$ cat src/rtl/fdt_pkg.sv
`default_nettype none
// ============================================================================
// Module      : fdt_pkg
// Description : Shared types and constants for the PICC reply scheduler.
//               State encoding, nominal frame-delay-time targets (in clk ticks
//               from the last pause rise) and the late-slot grid period.
// Revision    : 1.0 - initial release
// ============================================================================
package fdt_pkg;

    typedef enum logic [2:0] {
        IDLE     = 3'd0,
        WAIT_FDT = 3'd1,
        LATE     = 3'd2,
        TX       = 3'd3,
        DROP     = 3'd4
    } fdt_state_t;

    // Nominal FDT from the last pause rise, selected by the final rx data bit.
    localparam int FDT_LAST_BIT_0 = 1172;
    localparam int FDT_LAST_BIT_1 = 1236;
    // Spacing of the reply grid after the nominal point.
    localparam int FDT_SLOT_TICKS = 128;
    // Slot register width: one bit wider than slot_idx so slot 8 is representable
    // as the point where the last late slot's window closes.
    localparam int SLOT_W = 4;

endpackage
`default_nettype wire

$ cat src/rtl/fdt_slot_counter.sv
`default_nettype none
// ============================================================================
// Module      : fdt_slot_counter
// Description : Delay counter, FDT target latch and reply-slot register.
//               match is high while the counter equals base + 128*slot.
// Ports       : clk, rst        - clock, synchronous active-high reset
//               cnt_clear       - restart the counter at 0 (pause rise)
//               cnt_hold        - freeze the counter (reply in flight)
//               target_load     - latch base target from last_rx_bit
//               last_rx_bit     - final data bit of the PCD frame
//               slot_clear      - return to slot 0
//               slot_inc        - advance to the next 128-tick slot
//               match           - counter equals the active target
//               slot            - current slot number
// Revision    : 1.0 - initial release
// ============================================================================
module fdt_slot_counter
    import fdt_pkg::*;
#(
    parameter int TIMING_ADJUST = 6,
    parameter int CNT_WIDTH     = 12
) (
    input  logic              clk,
    input  logic              rst,
    input  logic              cnt_clear,
    input  logic              cnt_hold,
    input  logic              target_load,
    input  logic              last_rx_bit,
    input  logic              slot_clear,
    input  logic              slot_inc,
    output logic              match,
    output logic [SLOT_W-1:0] slot
);

    localparam logic [CNT_WIDTH-1:0] c_base_0 = CNT_WIDTH'(FDT_LAST_BIT_0 - TIMING_ADJUST);
    localparam logic [CNT_WIDTH-1:0] c_base_1 = CNT_WIDTH'(FDT_LAST_BIT_1 - TIMING_ADJUST);
    localparam logic [CNT_WIDTH-1:0] c_slot_ticks = CNT_WIDTH'(FDT_SLOT_TICKS);

    logic [CNT_WIDTH-1:0] r_count;
    logic [CNT_WIDTH-1:0] r_base;
    logic [SLOT_W-1:0]    r_slot;
    logic [CNT_WIDTH-1:0] w_target;

    always_ff @(posedge clk) begin
        if (rst) begin
            r_count <= '0;
            r_base  <= '0;
            r_slot  <= '0;
        end else begin
            // Saturating: a long silence must never alias back onto a target.
            if (cnt_clear) begin
                r_count <= '0;
            end else if (!cnt_hold && (r_count != '1)) begin
                r_count <= r_count + 1'b1;
            end

            if (target_load) begin
                r_base <= last_rx_bit ? c_base_1 : c_base_0;
            end

            if (slot_clear) begin
                r_slot <= '0;
            end else if (slot_inc) begin
                r_slot <= r_slot + 1'b1;
            end
        end
    end

    // Constant power-of-two multiply reduces to a shift.
    assign w_target = r_base + (CNT_WIDTH'(r_slot) * c_slot_ticks);
    assign match    = (r_count == w_target);
    assign slot     = r_slot;

endmodule
`default_nettype wire

$ cat src/rtl/fdt_tx_scheduler.sv
`default_nettype none
// ============================================================================
// Module      : fdt_tx_scheduler
// Description : Releases the PICC reply on the FDT grid after a PCD frame.
//               The delay counter restarts on each pause rise; tx_go fires on
//               an exact match with the latched target. A missed nominal point
//               either moves to later 128-tick slots or drops the reply.
// Config      : `FDT_LATE_SLOT_EN - enables the LATE state and slots
//               1..MAX_LATE_SLOTS; otherwise a miss drops and slot_idx is 0.
// Ports       : clk, rst             - clock, synchronous active-high reset
//               pause_n_synchronised - synchronised PCD pause (active low)
//               last_rx_bit          - final data bit, valid with rx_done
//               rx_done / rx_error   - frame ended cleanly / malformed
//               tx_req               - reply ready (level, held until tx_go)
//               tx_done              - encoder finished the reply
//               tx_go                - start modulation (1-cycle pulse)
//               busy                 - scheduler not idle
//               slot_idx             - slot of the last tx_go
//               dropped              - reply window closed (1-cycle pulse)
// Revision    : 1.0 - initial release
// ============================================================================
module fdt_tx_scheduler
    import fdt_pkg::*;
#(
    parameter int TIMING_ADJUST  = 6,
    parameter int CNT_WIDTH      = 12,
    parameter int MAX_LATE_SLOTS = 7
) (
    input  logic       clk,
    input  logic       rst,
    input  logic       pause_n_synchronised,
    input  logic       last_rx_bit,
    input  logic       rx_done,
    input  logic       rx_error,
    input  logic       tx_req,
    input  logic       tx_done,
    output logic       tx_go,
    output logic       busy,
    output logic [2:0] slot_idx,
    output logic       dropped
);

    fdt_state_t        r_state;
    fdt_state_t        w_next;
    logic              r_pause_d;
    logic              w_pause_rise;
    logic              w_pause_fall;
    logic              w_match;
    logic [SLOT_W-1:0] w_slot;
    logic              w_tx_go;
    logic              w_target_load;
    logic              w_slot_clear;
    logic              w_slot_inc;

    assign w_pause_rise = pause_n_synchronised & ~r_pause_d;
    assign w_pause_fall = ~pause_n_synchronised & r_pause_d;

    fdt_slot_counter #(
        .TIMING_ADJUST (TIMING_ADJUST),
        .CNT_WIDTH     (CNT_WIDTH)
    ) u_slot_counter (
        .clk         (clk),
        .rst         (rst),
        .cnt_clear   (w_pause_rise && (r_state != TX)),
        .cnt_hold    (r_state == TX),
        .target_load (w_target_load),
        .last_rx_bit (last_rx_bit),
        .slot_clear  (w_slot_clear),
        .slot_inc    (w_slot_inc),
        .match       (w_match),
        .slot        (w_slot)
    );

    // Pause line idles high, so resetting the delay tap high avoids a false rise.
    always_ff @(posedge clk) begin
        if (rst) begin
            r_state   <= IDLE;
            r_pause_d <= 1'b1;
        end else begin
            r_state   <= w_next;
            r_pause_d <= pause_n_synchronised;
        end
    end

`ifdef FDT_LATE_SLOT_EN
    localparam logic [SLOT_W-1:0] c_max_slot = SLOT_W'(MAX_LATE_SLOTS);
`endif

    always_comb begin
        w_next        = r_state;
        w_tx_go       = 1'b0;
        w_target_load = 1'b0;
        w_slot_clear  = 1'b0;
        w_slot_inc    = 1'b0;
        case (r_state)
            IDLE: begin
                if (rx_done) begin
                    w_target_load = 1'b1;
                    w_slot_clear  = 1'b1;
                    w_next        = WAIT_FDT;
                end
            end
            WAIT_FDT: begin
                // A new PCD frame or a bad frame abandons the reply silently.
                if (w_pause_fall || rx_error) begin
                    w_next = IDLE;
                end else if (w_match) begin
                    if (tx_req) begin
                        w_tx_go = 1'b1;
                        w_next  = TX;
                    end else begin
`ifdef FDT_LATE_SLOT_EN
                        w_slot_inc = 1'b1;
                        w_next     = LATE;
`else
                        w_next     = DROP;
`endif
                    end
                end
            end
`ifdef FDT_LATE_SLOT_EN
            LATE: begin
                // The last allowed slot's window closes at the next grid
                // point, where the slot count has run past the limit.
                if (w_pause_fall) begin
                    w_next = IDLE;
                end else if (w_match) begin
                    if (w_slot > c_max_slot) begin
                        w_next = DROP;
                    end else if (tx_req) begin
                        w_tx_go = 1'b1;
                        w_next  = TX;
                    end else begin
                        w_slot_inc = 1'b1;
                    end
                end
            end
`endif
            TX: begin
                if (tx_done) begin
                    w_next = IDLE;
                end
            end
            DROP: begin
                w_next = IDLE;
            end
            default: begin
                w_next = IDLE;
            end
        endcase
    end

    assign tx_go   = w_tx_go & ~rst;
    assign busy    = (r_state != IDLE);
    assign dropped = (r_state == DROP);

`ifdef FDT_LATE_SLOT_EN
    logic [2:0] r_slot_idx;

    always_ff @(posedge clk) begin
        if (rst) begin
            r_slot_idx <= '0;
        end else if (w_tx_go) begin
            r_slot_idx <= w_slot[2:0];
        end
    end

    assign slot_idx = r_slot_idx;
`else
    // Only slot 0 exists without late slots.
    logic w_unused_slot;
    assign w_unused_slot = ^w_slot;
    assign slot_idx      = 3'd0;
`endif

endmodule
`default_nettype wire
$ cat config.mk
export PLATFORM = sky130hd
export DESIGN_NAME = fdt_tx_scheduler
export DESIGN_NICKNAME = d
export VERILOG_FILES = /design/src/rtl/fdt_pkg.sv /design/src/rtl/fdt_slot_counter.sv /design/src/rtl/fdt_tx_scheduler.sv
export SDC_FILE = /design/constraint.sdc
export NUM_CORES = 1
export LEC_CHECK = 0
export CORE_MARGIN = 8
export CORE_UTILIZATION = 56
export CTS_CLUSTER_DIAMETER = 80
export DETAILED_ROUTE_END_ITERATION = 7
export PLACE_DENSITY = 0.81
export SLEW_MARGIN = 5
export SYNTH_ARGS = -nofsm -noshare
export SYNTH_HDL_FRONTEND = slang
export SYNTH_SLANG_ARGS = --single-unit
export TNS_END_PERCENT = 30
$ cat constraint.sdc
create_clock -name clk -period 3.7 [get_ports clk]
set_clock_uncertainty 0.15 [all_clocks]
set_input_delay 0.74 -clock clk [delete_from_list [all_inputs] [get_ports clk]]
set_output_delay 0.74 -clock clk [all_outputs]
set_load 0.01 [all_outputs]
==> metrics.yaml, run 1 <==
ys.flop_type: "dfxtp_1"
io_pins: 14
synth_cell_types: 41
antenna_found_initial: 0
startpoint: "rst"
fmax_ghz: 0.288
grt_use_total_pct: 13.2
start_util_pct: 59.0
cpPeakStageDelay_ps: 560
core.rowCount: 15
mostFrequentLayoutCell: "dfxtp_1"
min_from: "u_slot_counter.r_base[6]"
core_um2: 1710
drv_cap: 0
synth_edf_count: 0
slew_violations: 0
post_cts.repair.setup_buffers: 0
final_hold_viol_count: 0
ctsResizeCount: 0
power.density_nw_per_um2: 325
final_util_pct: 67.2
worstPathRequired_ps: 2810
insertedDiodeCount: 0
grt_pass1_vias: 819
overflow: 0
path_clk_slew_ps: 100
drt-total-wl_mm: 2.00
final_cell_mix: "18 x dfxtp_1, 11 x nand2_1, 11 x a21oi_1"
die_x_um: 58.4
cts_hold_buf: 0
die_area_um2: 3410
fin_setup_tns_ps: 0
clockRootBuffer: "clkbuf_4"
crit_chain: "clkdlybuf4s50_1, or2_1, nor4_1, and3_1, clkdlybuf4s50_1"
period_share_pct: 93.9
critPathArrivalTime_ps: 2580
fin_crit_ps: 3470
slowest_stage: "clkdlybuf4s50_1"
clock_latency_ps: 290
hp-class: "reg -> reg"
synth_area_um2: 1010
vias_per_cell: 5.71
setup_viol: 0
rsz0062_at_grt: "no"
drt-initial-drc-count: 16
cts_tree: "built"
die_y_um: 58.4
path_max_fanout: 3
critPathLaunchType: "input pin"
yosys_warnings: 0
cts_max_level: 1
first_pass_iters: 4
numCtsBuffers: 3
async_flop_share_pct: 0
ant_nets: 0
cpMostUsedCell: "clkdlybuf4s50_1"
criticalPathCategory: "in -> out"
reg2reg_from: "u_slot_counter.r_count[1]"
cts_sinks: 18
p_leak_nw: 0.404
drive_gt1_share_pct: 12.4
via_count: 879
avgRoutedWirePerCell_um: 13.0
postSynthAreaPerCell_um2: 8.54
finalWeightedCongestion: 0.844
hpwl_mm: 1.56
portBuffers: 10
num-fill-cells: 142
cts.path.max_buffers: 2
synth-seq-cells: 18
postSynthCellCount: 118
post-route-drc-count: 0
ir_drop_v: 0.000261
final_net_count: 139
grt_pass1_wl_mm: 3.57
yosysSeqAreaShare_pct: 35.8
grt_max_degree: 12
status: "complete, no violations"
area_delta_synth_final_pct: 13.9
end_kind: "output pin"
synth_stat cells, types with 2 or more instances:
master	count	area [um2]
buf_4	3	22.5
nor2b_1	2	12.5
and2_1	2	12.5
xor2_1	4	35.0
nand4_1	3	18.8
dfxtp_1	18	360
inv_1	2	7.51
o21ai_0	7	35.0
a21o_1	2	15.0
nor4_1	4	25.0
nor3_1	2	10.0
nor2_1	8	30.0
nand2b_1	2	12.5
nand3_1	4	20.0
mux2i_1	3	30.0
and3_1	2	12.5
nand2_1	11	41.3
or3_1	6	37.5
a21oi_1	11	55.1
where the power goes:
group          total [mW]  internal [mW]  switching [mW]
clock network       0.120         0.0600          0.0599
logic              0.0453         0.0234          0.0219
registers           0.207          0.200         0.00743
layout make-up:
| type | instances | area [um2] | area share (%) |
|---|---|---|---|
| multi-input combinational | 94 | 604 | 52.7 |
| inverter | 2 | 7.51 | 0.654 |
| timing repair buffer | 11 | 108 | 9.38 |
| tap | 25 | 31.3 | 2.73 |
| clock buffer | 4 | 36.3 | 3.16 |
| sequential | 18 | 360 | 31.4 |
kinds of logic (layout without fill, tap and decap cells):
family / count (synthesis) / count (layout) / share of synthesized area (%)
and+or+nand+nor: 57 / 57 / 33.4
AOI/OAI and AO/OA: 26 / 26 / 17.8
DFF: 18 / 18 / 35.8
buffers and inverters: 8 / 17 / 4.97
xor gates and xnor gates: 4 / 4 / 3.48
muxes: 3 / 3 / 2.98
adders and majority gates: 1 / 1 / 1.24
other: 1 / 3 / 0.372
layer usage:
metal	GRT usage, %	vias to the layer above	part of all wire [%]
met5	0	-	0
met4	4.55	0	0.85
met3	4.57	2	3.8
met2	20.3	15	49
met1	16.5	412	46
li1	-	450	-
metrics by stage:
step	power [mW]	hold slack [ps]	cell area, um2	setup slack [ps]	instances
after floorplan	0.242	292	1010	1270	120
after global placement	0.256	310	1110	335	150
after detailed placement	0.257	313	1110	237	150
after CTS	0.378	327	1150	239	154
after global routing	0.393	347	1150	162	154
final	0.372	319	1150	228	154
state kept, by name, summed over array words and instances, names as in the netlist:
name / flops
r_state: 3
r_pause_d: 1
u_slot_counter.r_base: 2
u_slot_counter.r_count: 12
worst paths after layout:
path	to	slack, ps	cells after the start
min	u_slot_counter.r_base[6]	320	2
max	tx_go	230	5
max reg2reg	u_slot_counter.r_count[1]	1800	5
min reg2reg	u_slot_counter.r_base[6]	320	2
worst max-delay path: cells and delay by family:
| family | cells | cell delay (ps) |
|---|---|---|
| buffers and inverters | 2 | 970 |
| AND/OR/NAND/NOR | 3 | 870 |
(Power assumes the default switching activity.)
==> inputs of run 2 (changes only) <==
Settings changed: CORE_MARGIN 8 to 1, CTS_CLUSTER_DIAMETER 80 to 120, REMOVE_ABC_BUFFERS set to 1.
==> run 2 against run 1 <==
Die area fell by 42%. Cell area fell by 0.11%. Global-route usage rose by 10 points. Clock power barely moved. Clock-buffer cell count did not move. Final cell count fell by 0.65%. Combinational power barely moved. Via count rose by 4.0%. Register-to-register slack improved by 20 ps. Critical path type unchanged. Largest cell class unchanged.
==> metrics.yaml, run 2 (synthesis results as in run 1) <==
avgRoutedWirePerCell_um: 12.6
multi_input_area_um2: 604
grt_pass1_vias: 808
post_cts.repair.setup_buffers: 0
path_max_fanout: 3
core_um2: 1590
path_clk_slew_ps: 100
slew_violations: 0
reg_top3: "u_slot_counter.r_count: 12 flops, r_state: 3 flops, u_slot_counter.r_base: 2 flops"
final_net_count: 139
ant_nets: 0
start_util_pct: 63.2
drv_cap: 0
place_area_um2: 1110
die_y_um: 44.4
critPathArrivalTime_ps: 2510
cts_tree: "built"
worst-path-buf-inv: 2
finalInstanceArea_um2: 1150
drive_gt1_share_pct: 12.4
criticalPathCategory: "in -> out"
numCtsBuffers: 3
mostFrequentLayoutCell: "dfxtp_1"
cts_max_level: 1
num-fill-cells: 125
max_flop_register: "u_slot_counter.r_count"
fin_crit_ps: 3400
setup_viol: 0
p_leak_nw: 0.404
rsz0062_at_grt: "no"
grt_pass1_wl_mm: 3.41
insertedDiodeCount: 0
die_area_um2: 1970
largest_reg_flops: 12
period_share_pct: 92.0
portBuffers: 10
hpwl_mm: 1.48
crit_chain: "clkdlybuf4s50_1, or2_1, nor4_1, and3_1, clkdlybuf4s50_1"
first_pass_iters: 4
power.density_nw_per_um2: 326
slowest_stage: "clkdlybuf4s50_1"
vias_per_cell: 5.97
status: "complete, no violations"
fin_setup_tns_ps: 0
ctsResizeCount: 0
area_delta_synth_final_pct: 13.8
drt-initial-drc-count: 30
final_hold_viol_count: 0
grt_max_degree: 12
post-route-drc-count: 0
final_cell_mix: "18 x dfxtp_1, 11 x nand2_1, 11 x a21oi_1"
crit_family: "buffers and inverters"
cts_hold_buf: 0
ir_drop_v: 0.000295
cpMostUsedCell: "clkdlybuf4s50_1"
drt-total-wl_mm: 1.93
total_power_mw: 0.374
grt_use_total_pct: 23.2
hp-class: "reg -> reg"
critPathLaunchType: "input pin"
fmax_ghz: 0.294
finalWeightedCongestion: 0.915
whs_ps: 332
cts.path.max_buffers: 2
antenna_found_initial: 0
core.rowCount: 14
cts_sinks: 18
via_count: 914
die_x_um: 44.4
io_pins: 14
end_kind: "output pin"
cpPeakStageDelay_ps: 530
clockRootBuffer: "clkbuf_4"
worstPathRequired_ps: 2810
overflow: 0
final-seq-area_um2: 360
clock_latency_ps: 290
## run 2: cell counts in the layout (fill, tap and decap cells not counted)
No cell type changed its count.
## run 2: where the power goes
part / switching [mW] / total [mW] / internal, mW / leakage, nW
clock: 0.0613 / 0.121 / 0.0600 / 0.0210
sequential: 0.00757 / 0.207 / 0.200 / 0.147
combinational: 0.0220 / 0.0453 / 0.0233 / 0.236
## run 2: area by class of cell
cell class / instances / share of cell area [%]
clock buffers: 4 / 3.17
inverters: 2 / 0.655
multi-input cells: 94 / 52.7
flip-flops and latches: 18 / 31.4
well taps: 24 / 2.62
repair buffers: 11 / 9.39
## run 2: layer usage
metal	wire length [um]	part of all wire [%]	track usage, %	up-vias
li1	-	-	-	456
met1	968	50	30.5	432
met2	864	45	37.9	21
met3	64	3.3	3.67	5
met4	29	1.5	9.09	0
met5	0	0	0	-
## run 2: worst min-delay path: cells and delay by family, from the launching register on
kind	cells	cell delay [ps]
flip-flops	1	340
AND/OR/NAND/NOR	1	60
AO/OA/AOI/OAI	1	50
## run 2: through the flow
step	setup slack, ps	util [%]	cells
detailed placement	298	69.6	149
global placement	356	69.6	149
CTS	295	71.9	153
floorplan	1270	-	114
global route	194	71.9	153
finish	296	71.9	153
## run 2: worst paths after layout
path | start | endpoint | slack [ps] | cells past startpoint
max | rst | tx_go | 300 | 5
min | u_slot_counter.r_base[6] | u_slot_counter.r_base[6] | 330 | 2
max reg2reg | u_slot_counter.r_count[1] | u_slot_counter.r_count[1] | 1820 | 5
min reg2reg | u_slot_counter.r_base[6] | u_slot_counter.r_base[6] | 330 | 2
